==> src/rtl/alu_issue_stage.sv <==
// ALU issue stage: register file read with write-back bypass, operand
// selection and a single output register slice feeding the ALU.
//
// Handshake: a transfer happens on a rising edge where valid & ready are both
// high. Upstream: in_valid may not depend on in_ready; in_ready is
// (!out_valid | out_ready), so an empty or draining slot takes a new
// instruction. Downstream: once out_valid is high, A/B/ALU_Control/out_rd stay
// stable until the edge where out_ready is sampled high.
module alu_issue_stage #(
  parameter int unsigned XLEN = 64
) (
  input  logic            clk,
  input  logic            rst_n,
  input  logic            in_valid,
  output logic            in_ready,
  input  logic [4:0]      in_rs1,
  input  logic [4:0]      in_rs2,
  input  logic [4:0]      in_rd,
  input  logic [1:0]      in_op,
  input  logic            in_use_imm,
  input  logic [XLEN-1:0] in_imm,
  output logic [XLEN-1:0] A,
  output logic [XLEN-1:0] B,
  output logic [3:0]      ALU_Control,
  output logic [4:0]      out_rd,
  output logic            out_valid,
  input  logic            out_ready,
  input  logic            wb_en,
  input  logic [4:0]      wb_rd,
  input  logic [XLEN-1:0] wb_data,
  output logic [15:0]     issue_count
);

  localparam logic [3:0] CTRL_ADD = 4'b0010;
  localparam logic [3:0] CTRL_SUB = 4'b0110;
  localparam logic [3:0] CTRL_AND = 4'b0000;
  localparam logic [3:0] CTRL_OR  = 4'b0001;

  logic [XLEN-1:0] regs_q [32];

  logic [XLEN-1:0] a_q, a_d;
  logic [XLEN-1:0] b_q, b_d;
  logic [3:0]      ctrl_q, ctrl_d;
  logic [4:0]      rd_q, rd_d;
  logic            valid_q, valid_d;
  logic [15:0]     count_q, count_d;

  logic            accept;
  logic            wb_hit;
  logic [XLEN-1:0] rs1_val;
  logic [XLEN-1:0] rs2_val;
  logic [3:0]      ctrl_dec;

  assign in_ready = ~valid_q | out_ready;
  assign accept   = in_valid & in_ready;
  assign wb_hit   = wb_en & (wb_rd != 5'd0);

  // Register file read ports; x0 is hard zero, same-cycle write-back wins.
  always_comb begin
    rs1_val = regs_q[in_rs1];
    rs2_val = regs_q[in_rs2];
    if (wb_hit && (wb_rd == in_rs1)) rs1_val = wb_data;
    if (wb_hit && (wb_rd == in_rs2)) rs2_val = wb_data;
    if (in_rs1 == 5'd0) rs1_val = '0;
    if (in_rs2 == 5'd0) rs2_val = '0;
  end

  // Decode the 2-bit operation into the ALU control encoding.
  always_comb begin
    ctrl_dec = CTRL_ADD;
    case (in_op)
      2'b00:   ctrl_dec = CTRL_ADD;
      2'b01:   ctrl_dec = CTRL_SUB;
      2'b10:   ctrl_dec = CTRL_AND;
      default: ctrl_dec = CTRL_OR;
    endcase
  end

  // Output slice next state: load on accept, otherwise hold; valid drops
  // only when the consumer takes the operands and nothing replaces them.
  always_comb begin
    a_d     = a_q;
    b_d     = b_q;
    ctrl_d  = ctrl_q;
    rd_d    = rd_q;
    count_d = count_q;
    valid_d = valid_q & ~out_ready;
    if (accept) begin
      a_d     = rs1_val;
      b_d     = in_use_imm ? in_imm : rs2_val;
      ctrl_d  = ctrl_dec;
      rd_d    = in_rd;
      valid_d = 1'b1;
      count_d = count_q + 16'd1;
    end
  end

  // Register file write port; runs independently of any stall.
  always_ff @(posedge clk or negedge rst_n) begin
    if (!rst_n) begin
      for (int i = 0; i < 32; i++) regs_q[i] <= '0;
    end else if (wb_hit) begin
      regs_q[wb_rd] <= wb_data;
    end
  end

  // Output register slice and accepted-instruction counter.
  always_ff @(posedge clk or negedge rst_n) begin
    if (!rst_n) begin
      a_q     <= '0;
      b_q     <= '0;
      ctrl_q  <= CTRL_ADD;
      rd_q    <= '0;
      valid_q <= 1'b0;
      count_q <= '0;
    end else begin
      a_q     <= a_d;
      b_q     <= b_d;
      ctrl_q  <= ctrl_d;
      rd_q    <= rd_d;
      valid_q <= valid_d;
      count_q <= count_d;
    end
  end

  assign A           = a_q;
  assign B           = b_q;
  assign ALU_Control = ctrl_q;
  assign out_rd      = rd_q;
  assign out_valid   = valid_q;
  assign issue_count = count_q;

endmodule

==> config.mk <==
export PLATFORM = sky130hd
export DESIGN_NAME = alu_issue_stage
export DESIGN_NICKNAME = d
export VERILOG_FILES = /design/src/rtl/alu_issue_stage.sv
export SDC_FILE = /design/constraint.sdc
export NUM_CORES = 2
export LEC_CHECK = 0
export ABC_CLOCK_PERIOD_IN_PS = 1700
export BUFFER_PORTS_ARGS = -buffer_cell sky130_fd_sc_hd__buf_2
export CORE_ASPECT_RATIO = 1.1
export CORE_MARGIN = 3
export CORE_UTILIZATION = 40
export CTS_BUF_LIST = sky130_fd_sc_hd__clkbuf_4 sky130_fd_sc_hd__clkbuf_8
export CTS_CLUSTER_SIZE = 8
export DETAILED_ROUTE_END_ITERATION = 16
export PLACE_DENSITY_LB_ADDON = 0.15
export RECOVER_POWER = 100
export SLEW_MARGIN = 20
export SYNTH_ARGS = -nofsm -noshare
export SYNTH_HDL_FRONTEND = slang
export SYNTH_SLANG_ARGS = --single-unit
==> constraint.sdc <==
create_clock -name clk -period 1.7 [get_ports clk]
set_input_delay 0.34 -clock clk [delete_from_list [all_inputs] [get_ports clk]]
set_output_delay 0.34 -clock clk [all_outputs]
set_load 0.005 [all_outputs]
==> flow_summary.json <==
{
  "worstSetupStartpoint": "out_valid$_DFF_PN0_",
  "synthCells": 7555,
  "io_pins": 311,
  "worst-path-max-fanout": 2,
  "ir_drop_mv": 0.729,
  "grt_start_max_net_pins": 100,
  "portBuffers": 309,
  "synth_area_leader_cell": "dfrtp_1",
  "path_clk_slew_ns": 0.06,
  "cap_violations": 0,
  "start_kind": "register",
  "r2r_start": "regs_q[1553]$_DFFE_PN0P_",
  "synthArstFlopShare_pct": 100,
  "worst_slack_ns": -0.431,
  "failed_checks": "setup timing",
  "wl_um": 432000,
  "insertion_delay_ns": 1.06,
  "leakagePower_uw": 0.0654,
  "h-tree-depth": 5,
  "crit_arrival_ns": 1.79,
  "fin_crit_sh_pct": 125,
  "power_density_mw_per_mm2": 1110,
  "die-area_mm2": 0.292,
  "tns_ns": -276.03,
  "grtUsageTotal_pct": 29.1,
  "finalCriticalPeriod_ns": 2.13,
  "ys_ff_latch": 2201,
  "initial_core_util_pct": 40.2,
  "yosysUniqueCellTypes": 60,
  "synthTopCellsByArea": "dfrtp_1, mux4_2, mux2_2, mux2i_1, clkbuf_1",
  "dp_slack_ns": -1.35,
  "required_ns": 1.36,
  "synth.area.mux_share_pct": 41.9,
  "drc_errors": 0,
  "synth-main-ff-cell": "dfrtp_1",
  "avgRoutedWirePerCell_um": 32.4,
  "grt_overflow": 0,
  "worstMarginPinSlew_ns": 1.27,
  "path_class": "reg2out",
  "cts_buffer_depth": 4,
  "dp_hpwl_um": 284000,
  "die_w_um": 516,
  "avgViaCountPerCell": 6.12,
  "drive_above_1_share_pct": 57.6,
  "slew-limit-headroom_pct": 15.1,
  "fillers": 24033,
  "rsz0062_at_grt": "yes",
  "fmax_mhz": 469,
  "die_h_um": 566,
  "maxSlewViolCount": 0,
  "grt_pass1_vias": 86171,
  "r2r-end": "A[17]$_DFFE_PN0P_",
  "utilization_pct": 51.1,
  "cts_tree": "done",
  "syn_nets": 7712,
  "rr_worst_depth": 4,
  "yosys.area_share.simple_pct": 0.954,
  "drtAntennaViolNets": 0,
  "setup_viol": 2478,
  "fin_nets": 9476,
  "antenna_found_initial": 15,
  "mappedNetlistArea_mm2": 0.114,
  "crit_end": "in_ready",
  "core_area_mm2": 0.284,
  "worst-r2r-setup-slack_ns": -0.40,
  "status": "finished with violations",
  "grt_pass1_wl_um": 625000,
  "synth_top_family_by_area": "multiplexers",
  "final_common_cell": "dfrtp_1",
  "fin_skew_ns": 0.0510,
  "cp-end-kind": "output port",
  "finalHoldViolations": 0,
  "cts_buffers": 390,
  "synth_top_area_share_pct": 48.2,
  "drt_first_pass_iters": 8,
  "placement_rows": 205,
  "clockRootBuffer": "clkbuf_8",
  "final_cell_mix": "dfrtp_1, mux2_2, buf_4, mux4_2, clkbuf_8",
  "ys_warn_count": 0,
  "hold_class": "in2reg",
  "syn2layout_area_growth_pct": 27.1,
  "synth_compound_area_share_pct": 5.44,
  "finalPower_uw": 161000,
  "synth.avg_cell_area_um2": 15.1,
  "synth-seq-area-share_pct": 48.2,
  "cts.sinks": 2201,
  "drt_iter0_markers": 7554,
  "place_congestion": 0.850,
  "vias": 81728,
  "synth_edf_count": 0,
  "synth_xor_area_share_pct": 0.192,
  "yosys.area_share.adder_pct": 0.0110
}
stage by stage:
| step | hold slack [ns] | std cells | instance area, µm² |
|---|---|---|---|
| 5_1_grt | 0.0687 | 13342 | 145000 |
| 6_report | 0.0860 | 13348 | 145000 |
| 2_1_floorplan | 0.0444 | 7555 | 115000 |
| 4_1_cts | 0.00850 | 13301 | 147000 |
| 3_3_place_gp | 0.279 | 12328 | 134000 |
| 3_5_place_dp | 0.279 | 12328 | 134000 |
flip-flops by register name, indices dropped and copies added, names as in the netlist:
signal / count
regs_q: 2048
A: 64
issue_count: 16
B: 64
ALU_Control: 3
out_valid: 1
out_rd: 5
worst min-delay path by stage:
stage                  start                    endpoint  slack (ns)  depth (start not counted)
finish              in_op[0]  ALU_Control[0]$_DFFE_PN0P_        0.09                          4
global placement       rst_n    regs_q[1799]$_DFFE_PN0P_        0.28                          1
global route        in_op[0]  ALU_Control[0]$_DFFE_PN0P_        0.07                          4
floorplan              rst_n  ALU_Control[0]$_DFFE_PN0P_        0.04                          0
detailed placement     rst_n    regs_q[1799]$_DFFE_PN0P_        0.28                          1
CTS                    rst_n            B[5]$_DFFE_PN0P_       0.008                          3
report_power, final:
part	switching, µW	internal, µW	total [µW]
clock network	23700	29400	53000
registers	7630	62500	70100
logic	14600	23100	37700
cells by family (layout without fill, tap and decap cells):
group,after synthesis,after routing
buf+inv,879,2935
compound gates,804,804
flops,2201,2201
xor+xnor,25,25
other cells,1,12
mux,3390,3390
simple gates,254,254
fa+ha+maj,1,1
per-layer routing:
metal / vias up / global-route usage [%] / wire, µm
met3: 874 / 5.14 / 29800
met4: 2 / 10.5 / 17800
met5: - / 0 / 13
met1: 44127 / 40.0 / 181000
li1: 33304 / - / -
met2: 3421 / 46.4 / 203000
critical path: stages, from the launching register on:
cell,delay (ns)
dfrtp_1,0.41
nand2b_4,0.09
clkbuf_2,0.15
buf_6,0.10
area by class of cell:
class                           instances  area, µm²  share of cell area [%]
Clock inverter                         66        556                   0.383
Sequential cell                      2201      55100                    37.9
Multi-Input combinational cell       4475      56100                    38.6
Inverter                                3       18.8                  0.0129
Clock buffer                          618       7750                    5.34
Antenna cell                           11       27.5                  0.0190
Timing Repair Buffer                 2248      21000                    14.5
Tap cell                             3726       4660                    3.21
cells in the mapped netlist (all sizes together) (4+ instances only):
master / n
a21oi: 119
nor3b: 4
clkbuf: 640
mux2i: 487
a221oi: 240
mux2: 1986
mux4: 917
a222oi: 63
nor2: 27
a211oi: 5
o21ai: 120
xnor2: 16
nor2b: 4
o32a: 60
nand3: 9
o211ai: 5
nand3b: 5
a221o: 61
nor3: 7
a22oi: 118
dfrtp: 2200
xor2: 9
buf: 236
nand2: 175
and3: 7
timing repair:
item,CTS,global route
pin swaps,67,96
endpoints found under the hold margin,4330,0
setup buffers,121,46
gates cloned,24,5
setup endpoints to repair,284,293
hold buffers,148,0
resized for setup,189,95
(Power assumes the default switching activity.)
